<file path="src/rtl/compositor_pkg.sv">
// compositor_pkg: screen-mode encodings, default pixel width and counter-width helper for layer_compositor.
package compositor_pkg;
  localparam int RGB_W_DEF = 12;
  typedef enum logic [1:0] {
    MODE_START = 2'd0,
    MODE_PLAY  = 2'd1,
    MODE_OVER  = 2'd2
  } mode_e;
  function automatic int idx_w(input int n);
    return n > 1 ? $clog2(n) : 1;
  endfunction
endpackage

</file>
<file path="src/rtl/layer_prio_enc.sv">
// layer_prio_enc: picks the lowest-index enabled, non-transparent layer colour.
module layer_prio_enc #(
  parameter int N_LAYERS = 8,
  parameter int RGB_W = 12,
  parameter logic [RGB_W-1:0] TRANSP_KEY = '0
) (
  input  logic [N_LAYERS-1:0]       layer_en,
  input  logic [N_LAYERS*RGB_W-1:0] layer_rgb,
  output logic                      hit,
  output logic [RGB_W-1:0]          rgb
);
  logic [N_LAYERS:0] h;
  logic [RGB_W-1:0] c [N_LAYERS+1];
  assign h[N_LAYERS] = 1'b0;
  assign c[N_LAYERS] = '0;
  // Chain runs from the top layer down so index 0 is resolved last and wins.
  for (genvar i = 0; i < N_LAYERS; i++) begin : g_l
    logic [RGB_W-1:0] px;
    logic t;
    assign px = layer_rgb[i*RGB_W +: RGB_W];
    assign t = layer_en[i] && px != TRANSP_KEY;
    assign h[i] = t | h[i+1];
    assign c[i] = t ? px : c[i+1];
  end
  assign hit = h[0];
  assign rgb = c[0];
endmodule

</file>
<file path="src/rtl/layer_compositor.sv">
// layer_compositor: N-layer pixel compositor with 2-stage pipeline and START/PLAY/OVER screen FSM.
// Optional hit flash (inverted PLAY pixel) when LAYER_COMPOSITOR_FLASH_EN is defined.
module layer_compositor import compositor_pkg::*; #(
  parameter int N_LAYERS = 8,
  parameter int RGB_W = RGB_W_DEF,
  parameter logic [RGB_W-1:0] TRANSP_KEY = '0,
  parameter int BLINK_FRAMES = 32,
  parameter int OVER_FRAMES = 180,
  parameter int FLASH_FRAMES = 16
) (
  input  logic                      clk,
  input  logic                      rst,
  input  logic                      frame_start,
  input  logic                      pix_valid,
  input  logic [N_LAYERS-1:0]       layer_en,
  input  logic [N_LAYERS*RGB_W-1:0] layer_rgb,
  input  logic [RGB_W-1:0]          bg_rgb,
  input  logic [RGB_W-1:0]          start_rgb,
  input  logic [RGB_W-1:0]          end_rgb,
  input  logic                      start_req,
  input  logic                      game_over,
  input  logic                      hit_pulse,
  output logic [RGB_W-1:0]          rgb_out,
  output logic                      rgb_valid,
  output logic [1:0]                mode
);
  localparam int BW = idx_w(BLINK_FRAMES);
  localparam int OW = idx_w(OVER_FRAMES);
  mode_e mode_q, mode_d;
  logic start_pend_q, start_pend_d, over_pend_q, over_pend_d, phase_q, phase_d;
  logic [BW-1:0] blink_cnt_q, blink_cnt_d;
  logic [OW-1:0] over_cnt_q, over_cnt_d;
  logic hit, blink_wrap, over_done, flash_inv;
  logic [RGB_W-1:0] win_rgb, s1_win_d, s1_win_q, s1_start_q, s1_end_q, s1_bg_q, pix, rgb_d, rgb_q;
  logic s1_valid_q, rgb_valid_q;
  layer_prio_enc #(.N_LAYERS(N_LAYERS), .RGB_W(RGB_W), .TRANSP_KEY(TRANSP_KEY)) u_prio (
    .layer_en (layer_en),
    .layer_rgb(layer_rgb),
    .hit      (hit),
    .rgb      (win_rgb)
  );
  assign blink_wrap = blink_cnt_q == BW'(BLINK_FRAMES - 1);
  assign over_done = over_cnt_q == OW'(OVER_FRAMES - 1);
  // Flags sample only this frame's requests; a pulse on frame_start lands in the next frame.
  always_comb begin
    start_pend_d = frame_start ? start_req : start_pend_q | start_req;
    over_pend_d = frame_start ? game_over : over_pend_q | game_over;
    mode_d = mode_q;
    blink_cnt_d = blink_cnt_q;
    phase_d = phase_q;
    over_cnt_d = over_cnt_q;
    if (frame_start)
      case (mode_q)
        MODE_START:
          if (start_pend_q) mode_d = MODE_PLAY;
          else begin
            blink_cnt_d = blink_wrap ? '0 : blink_cnt_q + 1'b1;
            phase_d = phase_q ^ blink_wrap;
          end
        MODE_PLAY:
          if (over_pend_q) begin
            mode_d = MODE_OVER;
            over_cnt_d = '0;
          end
        default:
          if (start_pend_q || over_done) begin
            mode_d = MODE_START;
            blink_cnt_d = '0;
            phase_d = 1'b0;
          end else over_cnt_d = over_cnt_q + 1'b1;
      endcase
    s1_win_d = hit ? win_rgb : bg_rgb;
    pix = mode_q == MODE_PLAY ? (flash_inv ? ~s1_win_q : s1_win_q) :
          mode_q == MODE_OVER ? s1_end_q : phase_q ? s1_bg_q : s1_start_q;
    rgb_d = s1_valid_q ? pix : '0;
  end
  always_ff @(posedge clk or posedge rst)
    if (rst) begin
      mode_q <= MODE_START;
      start_pend_q <= 1'b0;
      over_pend_q <= 1'b0;
      phase_q <= 1'b0;
      blink_cnt_q <= '0;
      over_cnt_q <= '0;
      s1_valid_q <= 1'b0;
      s1_win_q <= '0;
      s1_start_q <= '0;
      s1_end_q <= '0;
      s1_bg_q <= '0;
      rgb_q <= '0;
      rgb_valid_q <= 1'b0;
    end else begin
      mode_q <= mode_d;
      start_pend_q <= start_pend_d;
      over_pend_q <= over_pend_d;
      phase_q <= phase_d;
      blink_cnt_q <= blink_cnt_d;
      over_cnt_q <= over_cnt_d;
      s1_valid_q <= pix_valid;
      s1_win_q <= s1_win_d;
      s1_start_q <= start_rgb;
      s1_end_q <= end_rgb;
      s1_bg_q <= bg_rgb;
      rgb_q <= rgb_d;
      rgb_valid_q <= s1_valid_q;
    end
`ifdef LAYER_COMPOSITOR_FLASH_EN
  localparam int FW = idx_w(FLASH_FRAMES + 1) < 2 ? 2 : idx_w(FLASH_FRAMES + 1);
  logic [FW-1:0] flash_cnt_q, flash_cnt_d;
  always_comb
    flash_cnt_d = mode_d != MODE_PLAY ? '0 :
                  (hit_pulse && mode_q == MODE_PLAY) ? FW'(FLASH_FRAMES) :
                  (frame_start && flash_cnt_q != '0) ? flash_cnt_q - 1'b1 : flash_cnt_q;
  always_ff @(posedge clk or posedge rst)
    if (rst) flash_cnt_q <= '0;
    else flash_cnt_q <= flash_cnt_d;
  assign flash_inv = flash_cnt_q != '0 && flash_cnt_q[1];
`else
  logic unused_hit;
  assign unused_hit = hit_pulse;
  assign flash_inv = 1'b0;
`endif
  assign rgb_out = rgb_q;
  assign rgb_valid = rgb_valid_q;
  assign mode = mode_q;
endmodule
</file>
<file path="config.mk">
export PLATFORM = sky130hd
export DESIGN_NAME = layer_compositor
export DESIGN_NICKNAME = d
export VERILOG_FILES = /design/src/rtl/compositor_pkg.sv /design/src/rtl/layer_prio_enc.sv /design/src/rtl/layer_compositor.sv
export SDC_FILE = /design/constraint.sdc
export NUM_CORES = 1
export LEC_CHECK = 0
export ABC_AREA = 0
export BUFFER_PORTS_ARGS = -buffer_cell sky130_fd_sc_hd__buf_4
export CAP_MARGIN = 20
export CORE_MARGIN = 10
export CORE_UTILIZATION = 50
export CTS_BUF_LIST = sky130_fd_sc_hd__clkbuf_16
export DETAILED_ROUTE_END_ITERATION = 8
export PLACE_DENSITY_LB_ADDON = 0.3
export SYNTH_ARGS = -nofsm -noshare
export SYNTH_HDL_FRONTEND = slang
export SYNTH_SLANG_ARGS = --single-unit
</file>
<file path="constraint.sdc">
create_clock -name clk -period 2.9 [get_ports clk]
set_input_delay 0.435 -clock clk [delete_from_list [all_inputs] [get_ports clk]]
set_output_delay 0.435 -clock clk [all_outputs]
set_load 0.02 [all_outputs]
</file>
==> run_results.csv <==
group,metric,value,unit
clock_network,cts_sinks,80,
logic_synthesis,ys.flop_type,"dfrtp_1",
die,die_h,113,µm
global_routing,overflow,0,
pwr,switching_share,34.9,%
global_routing,grtUsageTotal,23.8,%
logic_synthesis,synth.avg_cell_area,9.42,µm²
pwr,power_frac_seq,37.9,%
finish,fin_cells,726,
critical_path,regToRegEndpoint,"blink_cnt_q[0]",
clock_network,cts_root_buffer,"clkbuf_16",
critical_path,r2r.worst_path.cells,6,
pwr,p_per_area,630,mW/mm²
die,initial_core_util,51.7,%
finish,fin_nets,766,
sta,slew_headroom,43.0,%
global_routing,grt_pass1_wl,24.5,mm
sta,setup-tns-final,0,ns
finish,drive_above_1_share,33.7,%
clock_network,clk_latency,0.33,ns
worst_hold_path,min_path_type,"input port to async pin",
run_status,status,"complete, no violations",
finish,final_cell_mix,"175 x buf_4, 80 x dfrtp_1, 52 x nand2_1",
sta,drv_slew,0,
die,ios,162,
logic_synthesis,synthArstFlopShare,100,%
finish,final_util,71.3,%
logic_synthesis,yosysWarningCount,0,
pwr,vdd_drop_max,0.000338,V
pwr,p_comb_share,35.5,%
clock_network,cts_resized,0,
critical_path,r2r_slack,0.24,ns
die,num_rows,33,
sta,finalClockSkew,0.00653,ns
critical_path,worstPathRequired,3.13,ns
logic_synthesis,synth_edf_count,0,
placement,dpl.hpwl,12.8,mm
critical_path,cp_slowest_stage_delay,0.71,ns
global_routing,antenna_found_initial,0,
die,core,0.00830,mm²
critical_path,cp.arrival,2.89,ns
placement,dp_cells,710,
clock_network,htree_levels,3,
critical_path,start_kind,"flop",
critical_path,worstPathCellList,"ha_1 > nand4bb_1 > o31ai_1 > o211ai_1 > or4_1 > o21ai_0",
critical_path,cp_max_fo,6,
pwr,pwr-share-clk,26.6,%
detailed_routing,first_pass_iters,5,
clock_network,cts_tree,"done",
logic_synthesis,synth_cell_types,60,
placement,post-place-ws,0.141,ns
finish,ff_latch_area,0.00200,mm²
global_routing,grt_max_degree,34,
sta,period_share,91.7,%
finish,fill_cells,614,
pwr,p_leak,2.68,nW
logic_synthesis,ys_seq_area_share,46.6,%
global_routing,grt_pass1_vias,4722,
finish,diodes,0,
critical_path,setup.worst_path.class,"flop to flop",
detailed_routing,drt_wl_total,15.6,mm
finish,mostFrequentLayoutCell,"buf_4",
critical_path,r2r_start,"over_cnt_q[0]",
detailed_routing,ant_nets,0,
sta,setup_viol,0,
sta,fin_crit,2.66,ns
pwr,p_sw,0.00130,W
detailed_routing,drc,0,
finish,area_growth,37.8,%
run,maxCapViolations,0,
clock_network,hold_buffers,0,
critical_path,slowest_stage,"o31ai_1",
sta,tightest_slew,0.848,ns
clock_network,cts_buffer_depth,2,
logic_synthesis,syn_nets,606,
logic_synthesis,ys_ff_latch,80,
sta,grt_setup_unrepaired,"false",
detailed_routing,wl_per_cell,21.5,µm
sta,fin_ws,0.241,ns
die,dieWidth,113,µm
clock_network,numCtsBuffers,9,
placement,gp_congestion,1.01,
finish,multiInputGateArea,0.00216,mm²
sta,fmax,376,MHz
die,dieArea,0.0127,mm²
pwr,intPower,0.00243,W
logic_synthesis,synth_area,0.00429,mm²
sta,hold_viol,0,
logic_synthesis,synthCells,456,
placement,io_buffers,160,
clock_network,postCtsSetupBuffers,0,
clock_network,cts.reportedPaths.clkPinSlew,0.06,ns
detailed_routing,via_count,4360,
detailed_routing,vias_per_cell,6.01,
critical_path,end_kind,"flop",
detailed_routing,drtIter0Drc,297,
[cell usage after synthesis, types with 4 or more instances]
cell type	instances	area share (%)
xor2_1	4	0.82
clkbuf_1	19	1.7
dfrtp_1	80	47
or4_1	18	3.1
a22oi_1	9	1.6
or3_1	4	0.58
nand3_1	16	1.9
mux2i_1	15	3.5
a21o_1	4	0.70
a21oi_1	39	4.5
a31oi_1	9	1.3
o31ai_1	8	1.4
o21ai_1	7	0.82
nand2_1	52	4.5
nor2b_1	15	2.2
nand4_1	5	0.73
o221ai_1	5	1.0
o221a_2	4	1.0
a211oi_1	13	2.3
nor2_1	42	3.7
buf_2	4	0.47
inv_1	5	0.44
o21ai_0	17	2.0
nor4_1	4	0.58
o211ai_1	6	1.0
[flip-flops by register name, summed over array words and instances, names as in the netlist]
| name | cells |
|---|---|
| s1_end_q | 12 |
| rgb_valid | 1 |
| rgb_out | 12 |
| s1_win_q | 12 |
| blink_cnt_q | 5 |
| over_cnt_q | 8 |
| s1_bg_q | 12 |
| start_pend_q | 1 |
| phase_q | 1 |
| over_pend_q | 1 |
| mode | 2 |
| s1_valid_q | 1 |
| s1_start_q | 12 |
[worst max-delay path: cells and delay by family (launching register included)]
kind,cells,cell delay [ns]
compound gates,3,1.30
flops,1,0.41
simple gates,2,0.65
fa+ha+maj,1,0.22
[layout make-up]
cell class / instances / area share (%)
multi-input cells: 343 / 36.5
flip-flops and latches: 80 / 33.8
repair buffers: 176 / 22.5
clock buffers: 9 / 3.81
well taps: 105 / 2.22
clock inverters: 7 / 0.677
inverters: 6 / 0.402
[metal layers]
layer	track usage, %	up-vias	wire length [µm]
met4	10.6	0	507
met1	27.1	2045	6190
met3	7.72	30	1420
met5	0	-	0
li1	-	2043	-
met2	39.8	242	7520
[kinds of logic (layout without fill, tap and decap cells)]
| group | count (synthesis) | count (layout) | share of synthesized area (%) |
|---|---|---|---|
| muxes | 16 | 16 | 3.76 |
| buffers and inverters | 33 | 198 | 3.18 |
| adders and majority gates | 3 | 3 | 0.874 |
| and+or+nand+nor | 171 | 171 | 20.3 |
| xor gates and xnor gates | 5 | 5 | 1.02 |
| DFF | 80 | 80 | 46.6 |
| AOI/OAI and AO/OA | 148 | 148 | 24.3 |
[power by group through the flow]
stage,clock (W),sequential (W),combinational [W]
finish,0.000990,0.00141,0.00132
global placement,0,0.00141,0.00126
floorplan,0,0.00149,0.000711
detailed placement,0,0.00143,0.00130
CTS,0.00100,0.00141,0.00132
global route,0.00105,0.00143,0.00145
[worst max-delay path by stage]
| stage | start | endpoint | slack (ns) | depth (start not counted) |
|---|---|---|---|---|
| after floorplan | rst | blink_cnt_q[0] | 0.41 | 1 |
| after global placement | layer_rgb[42] | s1_win_q[4] | 0.21 | 7 |
| after detailed placement | layer_rgb[74] | s1_win_q[4] | 0.14 | 7 |
| after CTS | over_cnt_q[0] | blink_cnt_q[0] | 0.28 | 6 |
| after global routing | over_cnt_q[0] | blink_cnt_q[0] | 0.15 | 6 |
| final | over_cnt_q[0] | blink_cnt_q[0] | 0.24 | 6 |
[metrics by stage]
stage	hold slack [ns]	power, W	cell area [µm²]
floorplan	0.378	0.00220	4290
global placement	0.475	0.00267	5650
detailed placement	0.488	0.00273	5650
CTS	0.134	0.00374	5920
global route	0.161	0.00394	5920
finish	0.120	0.00372	5920
Power figures use the tool's default switching activity.
